## config.mk

```make
export PLATFORM = sky130hd
export DESIGN_NAME = bcd_to_binary_seq_flat
export DESIGN_NICKNAME = d
export VERILOG_FILES = /design/src/rtl/bcd_to_binary_seq_pkg.sv /design/src/rtl/bcd_to_binary_seq_if.sv /design/src/rtl/bcd_to_binary_seq_sub3.sv /design/src/rtl/bcd_to_binary_seq.sv /design/src/flat_wrapper.sv
export SDC_FILE = /design/constraint.sdc
export NUM_CORES = 1
export LEC_CHECK = 0
export ABC_AREA = 1
export BUFFER_PORTS_ARGS = -buffer_cell sky130_fd_sc_hd__buf_2
export CAP_MARGIN = 5
export CORE_UTILIZATION = 50
export DETAILED_ROUTE_END_ITERATION = 10
export PLACE_DENSITY_LB_ADDON = 0.05
export SLEW_MARGIN = 25
export SYNTH_ARGS = -nofsm -noshare
export SYNTH_HDL_FRONTEND = slang
export SYNTH_SLANG_ARGS = --single-unit
```

## constraint.sdc

```tcl
create_clock -name clk -period 1.4 [get_ports clk]
set_clock_uncertainty 0.2 [all_clocks]
set_input_delay 0.07 -clock clk [delete_from_list [all_inputs] [get_ports clk]]
set_output_delay 0.07 -clock clk [all_outputs]
set_load 0.01 [all_outputs]
```

## src/rtl/bcd_to_binary_seq_pkg.sv

```systemverilog
// Shared definitions for the sequential BCD-to-binary converter:
// FSM state encoding and the BCD digit thresholds.
package bcd_to_binary_seq_pkg;

  typedef enum logic [1:0] {
    ST_IDLE  = 2'd0,
    ST_SHIFT = 2'd1,
    ST_DONE  = 2'd2
  } state_t;

  localparam logic [3:0] BCD_MAX_DIGIT  = 4'd9;
  localparam logic [3:0] BCD_SUB_THRESH = 4'd8;

endpackage

```

## src/rtl/bcd_to_binary_seq_if.sv

```systemverilog
// Start/busy/done handshake and operand/result bus of the BCD-to-binary converter.
interface bcd_to_binary_seq_if #(
  parameter int DIGITS = 4,
  parameter int BIN_W  = 14
);
  logic                  start;
  logic [4*DIGITS-1:0]   bcd_in;
  logic                  busy;
  logic                  done;
  logic                  error;
  logic [BIN_W-1:0]      bin_out;

  modport master (output start, output bcd_in,
                  input  busy,  input  done, input error, input bin_out);
  modport slave  (input  start, input  bcd_in,
                  output busy,  output done, output error, output bin_out);
endinterface

```

## src/rtl/bcd_to_binary_seq_sub3.sv

```systemverilog
// Reverse double-dabble digit cell: undoes the add-3 correction of binary-to-BCD.
module bcd_sub3
  import bcd_to_binary_seq_pkg::*;
(
  input  logic [3:0] nib,
  output logic [3:0] res
);
  assign res = (nib >= BCD_SUB_THRESH) ? nib - 4'd3 : nib;
endmodule

```

## src/rtl/bcd_to_binary_seq.sv

```systemverilog
// Sequential BCD-to-binary converter: one right shift plus per-digit subtract-3 per clock,
// with a start/busy/done handshake and invalid-digit detection.
module bcd_to_binary_seq
  import bcd_to_binary_seq_pkg::*;
#(
  parameter int DIGITS = 4,
  parameter int BIN_W  = 14
)(
  input  logic              clk,
  input  logic              rst,
  bcd_to_binary_seq_if.slave bus
);
  localparam int BCD_W = 4 * DIGITS;
  localparam int SR_W  = BCD_W + BIN_W;
  localparam int CNT_W = $clog2(BIN_W);

  state_t           state;
  logic [SR_W-1:0]  sreg;
  logic [SR_W-1:0]  sreg_shr;
  logic [SR_W-1:0]  sreg_nxt;
  logic [CNT_W-1:0] count;
  logic             busy_r;
  logic             done_r;
  logic             error_r;
  logic [BIN_W-1:0] bin_r;

  function automatic logic bcd_invalid(input logic [BCD_W-1:0] v);
    logic bad;
    bad = 1'b0;
    for (int i = 0; i < DIGITS; i++)
      if (v[4*i +: 4] > BCD_MAX_DIGIT) bad = 1'b1;
    return bad;
  endfunction

  assign sreg_shr                = sreg >> 1;
  assign sreg_nxt[BIN_W-1:0]     = sreg_shr[BIN_W-1:0];

  for (genvar g = 0; g < DIGITS; g++) begin : g_sub3
    bcd_sub3 u_sub3 (
      .nib (sreg_shr[BIN_W + 4*g +: 4]),
      .res (sreg_nxt[BIN_W + 4*g +: 4])
    );
  end

  always_ff @(posedge clk) begin
    if (rst) begin
      state   <= ST_IDLE;
      busy_r  <= 1'b0;
      done_r  <= 1'b0;
      error_r <= 1'b0;
      bin_r   <= '0;
      sreg    <= '0;
      count   <= '0;
    end else begin
      done_r <= 1'b0;
      unique case (state)
        ST_IDLE, ST_DONE: begin
          // An invalid operand enters DONE with the pulse still pending; raise it one cycle later.
          if (state == ST_DONE && !done_r) begin
            done_r <= 1'b1;
          end else if (bus.start) begin
            sreg  <= {bus.bcd_in, {BIN_W{1'b0}}};
            bin_r <= '0;
            if (bcd_invalid(bus.bcd_in)) begin
              error_r <= 1'b1;
              state   <= ST_DONE;
            end else begin
              error_r <= 1'b0;
              count   <= CNT_W'(BIN_W - 1);
              busy_r  <= 1'b1;
              state   <= ST_SHIFT;
            end
          end else begin
            state <= ST_IDLE;
          end
        end
        ST_SHIFT: begin
          sreg <= sreg_nxt;
          if (count == '0) begin
            bin_r  <= sreg_nxt[BIN_W-1:0];
            busy_r <= 1'b0;
            done_r <= 1'b1;
            state  <= ST_DONE;
          end else begin
            count <= count - 1'b1;
          end
        end
        default: state <= ST_IDLE;
      endcase
    end
  end

  assign bus.busy    = busy_r;
  assign bus.done    = done_r;
  assign bus.error   = error_r;
  assign bus.bin_out = bin_r;

endmodule

```

## src/flat_wrapper.sv

```systemverilog
// flat-port wrapper written by rule: the top's interface ports become plain ports
module bcd_to_binary_seq_flat import bcd_to_binary_seq_pkg::*;
#(
  parameter int DIGITS = 4,
  parameter int BIN_W  = 14
)
  (clk, rst, bus_start, bus_bcd_in, bus_busy, bus_done, bus_error, bus_bin_out);
  bcd_to_binary_seq_if #(.DIGITS(DIGITS), .BIN_W(BIN_W)) bus_i ();
  input  logic clk;
  input  logic rst;
  input wire logic [$bits(bus_i.start)-1:0] bus_start;
  input wire logic [$bits(bus_i.bcd_in)-1:0] bus_bcd_in;
  output wire logic [$bits(bus_i.busy)-1:0] bus_busy;
  output wire logic [$bits(bus_i.done)-1:0] bus_done;
  output wire logic [$bits(bus_i.error)-1:0] bus_error;
  output wire logic [$bits(bus_i.bin_out)-1:0] bus_bin_out;
  assign bus_i.start = bus_start;
  assign bus_i.bcd_in = bus_bcd_in;
  assign bus_busy = bus_i.busy;
  assign bus_done = bus_i.done;
  assign bus_error = bus_i.error;
  assign bus_bin_out = bus_i.bin_out;
  bcd_to_binary_seq #(.DIGITS(DIGITS), .BIN_W(BIN_W)) u_core (.clk(clk), .rst(rst), .bus(bus_i));
endmodule
```

==> qor.csv, run 1 <==
stage;metric;value;unit
worst_setup_path;CP Capture Type;flop;
yosys;Synth Area in Compound Gates;20.53;%
worst_setup_path;Worst Path Max Fanout;7;
placement;DP Wirelength;3696;um
clock_network;CTS sink cnt;52;
grt;GRT busiest layer;met2;
yosys;Post-Syn Area;2316;um^2
floorplanning;Rows;24;
sta;Max-slew headroom;80.93;%
placement;GP Congestion;0.8523;
yosys;Synth Area in Adders;3.782;%
floorplanning;Starting Density;52.47;%
cells_and_area;Final Util;74.94;%
clock_network;TritonCTS clock tree;built;
yosys;sequential area share after synthesis;44.95;%
yosys;post-synth cell types;28;
grt;grt met3 use;5.051;%
clock_network;cts bufs inserted;5;
sta;endpoints failing hold;0;
yosys;yosys warns;0;
clock_network;Skew-Pair Late Insertion Delay;0.31;ns
clock_network;clock root cell;clkbuf_8;
yosys;Mapped Nets;340;
yosys;main combinational cell family by area after synthesis;simple AND/OR/NAND/NOR gates;
cells_and_area;layout cells sized above 1;33.16;%
drt;Post-route DRC;0;
power_and_ir_drop;Leak;1.377;nW
grt;routing usage on met2;39.85;%
drt;wire per inst;13.33;um
cells_and_area;n_diodes;0;
sta;crit share post-route;107.5;%
sta;RSZ-0062 raised after global routing;yes;
sta;fin. max-slew vios;0;
drt;via count;2356;
drt;WL final;5958;um
drt;number of DRC markers in iteration 0;130;
status;failing checks;negative setup slack;
worst_setup_path;Crit Path Category;reg -> reg;
hold_path;Hold Path Class;in -> reg;
clock_network;Max clock buf depth;2;
status;status;complete, but fails checks;
worst_setup_path;critical path startpoint category;flop;
worst_setup_path;Worst Path Arrival;1.52;ns
grt;GRT Residual Overflow;0;
grt;initial antenna violation count;0;
floorplanning;Die Area;4908;um^2
placement;IO Port Bufs;35;
yosys;simple-gate area share of the yosys netlist;21.88;%
grt;largest net degree at the start of global routing;24;
sta;Min Clock Period, post-route;1.505;ns
cells_and_area;area grow syn2layout;42.84;%
run;max cap viols;0;
power_and_ir_drop;worst vdd ir;0.5459;mV
grt;vias in the first global route;2156;
drt;DRT Pass-1 Iters;4;
clock_network;H-Tree Depth;2;
drt;final antenna-violating net count;0;
power_and_ir_drop;power density over cell area;969.4;nW/um^2
yosys;post-synthesis cell count;314;
sta;Hold WS;0.01799;ns
sta;worst setup margin;-0.1055;ns
sta;achievable frequency;664.2;MHz
drt;DR vias/cell;5.271;
yosys;mux share of post-synthesis cell area;0;%
floorplanning;Core Area;4414;um^2
floorplanning;die height;70.06;um
floorplanning;chip width;70.06;um
cells_and_area;# nets final;420;
yosys;Yosys reg bits;52;
sta;# setup viols final;49;
worst_setup_path;CP Data Required Time;1.42;ns
grt;first-pass GRT wire length;9515;um
yosys;Syn Area/Cell;7.376;um^2
clock_network;clock transition at the registers of the reported paths;0.10;ns
sta;Slew @ Worst Pin;0.2858;ns
grt;met1 GRT Util;31.63;%
floorplanning;IO Pins;36;
grt;All-Layer GR Usage;24.10;%
yosys;Post-Synth XOR/XNOR Area;1.135;%
-- cell usage after synthesis --
| cell | instances | area [um^2] |
|---|---|---|
| nor2_8 | 1 | 20.02 |
| buf_4 | 3 | 22.52 |
| a21oi_1 | 52 | 260.3 |
| buf_6 | 1 | 11.26 |
| inv_2 | 3 | 11.26 |
| nand3_1 | 7 | 35.03 |
| a31o_2 | 1 | 8.760 |
| nand2_1 | 87 | 326.6 |
| o21ai_1 | 2 | 10.01 |
| nand2_2 | 2 | 12.51 |
| nand2_4 | 1 | 11.26 |
| buf_1 | 1 | 3.750 |
| dfxtp_1 | 52 | 1041 |
| nor2_1 | 22 | 82.58 |
| o21a_1 | 1 | 7.510 |
| clkbuf_1 | 5 | 18.77 |
| o31ai_1 | 2 | 15.01 |
| a211oi_1 | 3 | 22.52 |
| o211ai_1 | 1 | 7.510 |
| buf_2 | 5 | 25.02 |
| or2_2 | 2 | 12.51 |
| a31oi_1 | 5 | 31.28 |
| xnor2_1 | 3 | 26.28 |
| a21o_1 | 3 | 22.52 |
| o21ai_0 | 18 | 90.09 |
| inv_1 | 23 | 86.33 |
| ha_1 | 7 | 87.58 |
| nand4_1 | 1 | 6.260 |
-- through the flow --
| step | std cells | TNS [ns] | instance area [um^2] | setup WS (ns) | power, mW |
|---|---|---|---|---|---|
| 2_1_floorplan | 314 | 0 | 2341 | 0.005413 | 1.944 |
| 3_3_place_gp | 416 | -2.756 | 2771 | -0.1025 | 2.155 |
| 3_5_place_dp | 416 | -4.504 | 2771 | -0.1439 | 2.163 |
| 4_1_cts | 442 | -2.184 | 3108 | -0.09825 | 3.128 |
| 5_1_grt | 447 | -5.711 | 3308 | -0.1742 | 3.353 |
| 6_report | 447 | -2.438 | 3308 | -0.1055 | 3.207 |
-- critical path, cell delays in order (launching register included) --
cell	delay [ns]
dfxtp_2	0.34
inv_2	0.07
ha_4	0.16
nand2_4	0.06
o21ai_4	0.18
nand2_4	0.10
clkbuf_16	0.18
nand2_1	0.07
a21oi_2	0.05
-- cells in the final DEF (no fill, tap or decap), types with 2 or more instances in the layout --
master         netlist  routed
a211oi_2             0       2
a21o_1               3       3
a21oi_1             52      39
a21oi_2              0      13
a31oi_1              5       5
buf_12               0       5
buf_2                5      34
buf_4                3      27
buf_6                1       2
clkbuf_16            0       2
clkbuf_8             0       5
dfxtp_1             52      46
dfxtp_2              0       5
dlygate4sd3_1        0      16
ha_1                 7       5
inv_1               23      20
inv_2                3       4
inv_4                0       2
inv_6                0       2
nand2_1             87      81
nand2_2              2       3
nand2_4              1       6
nand3_1              7       5
nand3_2              0       2
nor2_1              22      19
nor2_2               0       2
o21ai_0             18      16
o21ai_1              2       2
xnor2_1              3       2
-- routing by layer --
layer	vias to the layer above	part of all wire, %
met5	-	0
met2	47	47
met4	0	1.8
li1	1192	-
met3	10	4.0
met1	1107	47
-- sequential cells by signal, summed over array words and instances, names as in the netlist --
register,count
u_core.count,4
u_core.bus.bin_out,14
u_core.sreg,29
u_core.bus.error,1
u_core.state,2
u_core.bus.done,1
u_core.bus.busy,1
-- what timing repair did --
item / 4_1_cts / 5_1_grt
setup buffers: 2 / 2
cloned: 0 / 3
hold endpoints to repair: 17 / 0
pin swaps: 2 / 13
setup endpoints to repair: 49 / 51
resized for setup: 18 / 37
hold buffers: 16 / 0
-- worst paths after layout --
check	depth (start not counted)	slack (ns)	end	start
setup / recovery	8	-0.11	u_core.bus.bin_out[1]	u_core.count[1]
hold / removal	4	0.02	u_core.sreg[16]	bus_bcd_in[2]
setup reg to reg	8	-0.11	u_core.bus.bin_out[1]	u_core.count[1]
hold reg to reg	2	0.26	u_core.bus.bin_out[0]	u_core.bus.bin_out[0]
-- cell type report --
class                   instances  area [um^2]
inverters                      26        102.6
multi-input cells             222         1282
clock buffers                   5        68.82
fillers                       325         1106
clock inverters                 3        25.02
flip-flops and latches         52         1051
repair buffers                 87        713.2
well taps                      52        65.06
-- logic make-up (layout without fill, tap and decap cells) --
logic type | after synthesis | in the layout
buffers and inverters | 41 | 121
DFF | 52 | 52
AOI/OAI and AO/OA | 88 | 88
and+or+nand+nor | 123 | 124
adders and majority gates | 7 | 7
xor gates and xnor gates | 3 | 3
-- power by group --
part | leakage (nW) | switching (mW) | internal (mW)
Combinational | 0.906 | 0.371 | 0.335
Clock | 0.0452 | 0.542 | 0.366
Sequential | 0.426 | 0.0443 | 1.55
(Power assumes the default switching activity.)
==> inputs of run 2 (changes only) <==
- SKIP_LAST_GASP: default -> 1
==> qor.csv, run 2 (synthesized netlist as in run 1, its figures left out) <==
stage;metric;value;unit;change
placement;DP Wirelength;3696;um;unchanged
power_and_ir_drop;Leak;1.381;nW;+0.29%
drt;wire per inst;13.23;um;-0.74%
cells_and_area;area grow syn2layout;42.09;%;
sta;Fin Setup TNS;-3.169;ns;-0.7309 ns
status;failing checks;negative hold slack, negative setup slack;;
placement;GP Congestion;0.8523;;unchanged
sta;Max-slew headroom;81.10;%;+0.17 points
worst_setup_path;crit path cell chain;buf_6 > nor2_8 > buf_6 > o21ai_4 > nand2_4 > clkbuf_16 > nand2_1 > a21oi_2;;
power_and_ir_drop;Overall Power;3.197;mW;-0.30%
worst_setup_path;critical path startpoint category;flop;;
clock_network;TritonCTS clock tree;built;;
sta;Hold WS;-0.003140;ns;-0.02113 ns
floorplanning;die height;70.06;um;unchanged
worst_setup_path;CP delay by family, top;buffers and inverters;;
sta;Slew @ Worst Pin;0.2832;ns;-0.002534 ns
clock_network;H-Tree Depth;2;;unchanged
worst_setup_path;most used cell, CP;buf_6;;
floorplanning;IO Pins;36;;unchanged
drt;final antenna-violating net count;0;;unchanged
placement;placed instance area;2771;um^2;unchanged
sta;worst setup margin;-0.1084;ns;-0.002880 ns
grt;first-pass GRT wire length;9515;um;unchanged
sta;achievable frequency;663.0;MHz;-0.19%
cells_and_area;# nets final;421;;+0.24%
floorplanning;Starting Density;52.47;%;unchanged
clock_network;CTS sink cnt;52;;unchanged
grt;largest net degree at the start of global routing;24;;unchanged
drt;via count;2365;;+0.38%
cells_and_area;Storage cell area;1050;um^2;-0.12%
status;status;complete, but fails checks;;
worst_setup_path;Crit Path Category;reg -> reg;;
grt;initial antenna violation count;0;;unchanged
cells_and_area;fin area;3291;um^2;-0.53%
drt;DR vias/cell;5.279;;+0.16%
placement;IO Port Bufs;35;;unchanged
worst_setup_path;Crit path largest cell delay;0.34;ns;about the same
grt;All-Layer GR Usage;24.10;%;unchanged
cells_and_area;Final Util;74.55;%;-0.40 points
clock_network;Skew-Pair Late Insertion Delay;0.31;ns;about the same
cells_and_area;most common cell after layout, fill and taps aside;nand2_1;;
hold_path;Hold Path Class;in -> reg;;
power_and_ir_drop;worst vdd ir;0.5451;mV;-0.14%
clock_network;cts bufs inserted;5;;unchanged
worst_setup_path;Buf/Inv on CP;3;;+1
sta;# setup viols final;49;;unchanged
grt;vias in the first global route;2156;;unchanged
drt;number of DRC markers in iteration 0;132;;+1.5%
sta;fin. max-slew vios;0;;unchanged
cells_and_area;max FFs per register;29;;unchanged
cells_and_area;fillers;330;;+1.5%
drt;Post-route DRC;0;;unchanged
floorplanning;Rows;24;;unchanged
clock_network;Max clock buf depth;2;;unchanged
clock_network;clock transition at the registers of the reported paths;0.11;ns;about the same
floorplanning;chip width;70.06;um;unchanged
grt;GRT Residual Overflow;0;;unchanged
run;max cap viols;0;;unchanged
sta;RSZ-0062 raised after global routing;yes;;
cells_and_area;n_diodes;0;;unchanged
cells_and_area;Most flops, register;u_core.sreg;;
sta;endpoints failing hold;1;;+1
worst_setup_path;Crit-path slowest cell;dfxtp_2;;
power_and_ir_drop;power density over cell area;971.6;nW/um^2;+0.23%
sta;crit share post-route;107.7;%;+0.21 points
clock_network;clock root cell;clkbuf_8;;
cells_and_area;area of the multi-input gates;1259;um^2;-1.9%
worst_setup_path;CP Data Required Time;1.46;ns;+0.04 ns
worst_setup_path;Worst Path Max Fanout;7;;unchanged
cells_and_area;layout cells sized above 1;31.57;%;-1.6 points
sta;Min Clock Period, post-route;1.508;ns;+0.002880 ns
floorplanning;Die Area;4908;um^2;unchanged
drt;WL final;5927;um;-0.52%
worst_setup_path;CP Capture Type;flop;;
placement;placed insts;416;;unchanged
worst_setup_path;Worst Path Arrival;1.57;ns;+0.05 ns
cells_and_area;most frequent cells in the layout;nand2_1 (81), dfxtp_1 (47), a21oi_1 (39);;
floorplanning;Core Area;4414;um^2;unchanged
cells_and_area;Non-Filler Instances;448;;+0.22%
drt;DRT Pass-1 Iters;4;;unchanged
run 2: cell count changes in the layout (fill, tap and decap cells not counted), sizes merged:
| cell | previous run | this run |
|---|---|---|
| buf | 68 | 69 |
run 2: cell type report:
class | count | share of cell area (%)
Timing Repair Buffer | 88 | 21.90
Clock buffer | 5 | 2.091
Sequential cell | 52 | 31.90
Clock inverter | 3 | 0.7605
Tap cell | 52 | 1.977
Multi-Input combinational cell | 222 | 38.25
Inverter | 26 | 3.118
run 2: through the flow:
| step | hold WS [ns] | worst slack [ns] |
|---|---|---|
| 6_report | -0.003140 | -0.1084 |
| 5_1_grt | 0.01039 | -0.1689 |
| 4_1_cts | 0.0002201 | -0.1024 |
| 3_3_place_gp | 0.1418 | -0.1025 |
| 3_5_place_dp | 0.1434 | -0.1439 |
| 2_1_floorplan | 0.01720 | 0.005413 |
run 2: timing repair:
action	in CTS	in global routing
endpoints found under the setup margin	49	51
buffers inserted	2	3
hold buffers	16	0
pin swaps	2	10
resized for setup	16	30
gates cloned	0	3
hold endpoints to repair	17	0
run 2: where the power goes:
part           total (mW)  switching, mW  internal [mW]
clock network       0.908          0.542          0.366
logic               0.698          0.366          0.332
registers            1.59         0.0429           1.55
total                3.20          0.952           2.25
run 2: per-layer routing:
layer	track usage [%]	wire [um]	share of wire, %	up-vias
li1	-	-	-	1189
met4	7.111	98	1.7	0
met2	39.85	2766	47	64
met5	0	0	0	-
met3	5.051	262	4.4	9
met1	31.63	2800	47	1103
run 2: worst paths after layout:
kind	slack, ns	endpoint	cells after the start	startpoint
worst max register to register	-0.11	u_core.bus.bin_out[1]	8	u_core.state[1]
worst max-delay path	-0.11	u_core.bus.bin_out[1]	8	u_core.state[1]
worst min register to register	0.26	u_core.bus.bin_out[0]	2	u_core.bus.bin_out[0]
worst min-delay path	-0.003	u_core.sreg[16]	4	bus_bcd_in[2]
run 2: worst min-delay path, delay by kind of cell:
family,cells,cell delay (ns)
buffers and inverters,1,0.10
AO/OA/AOI/OAI,3,0.29
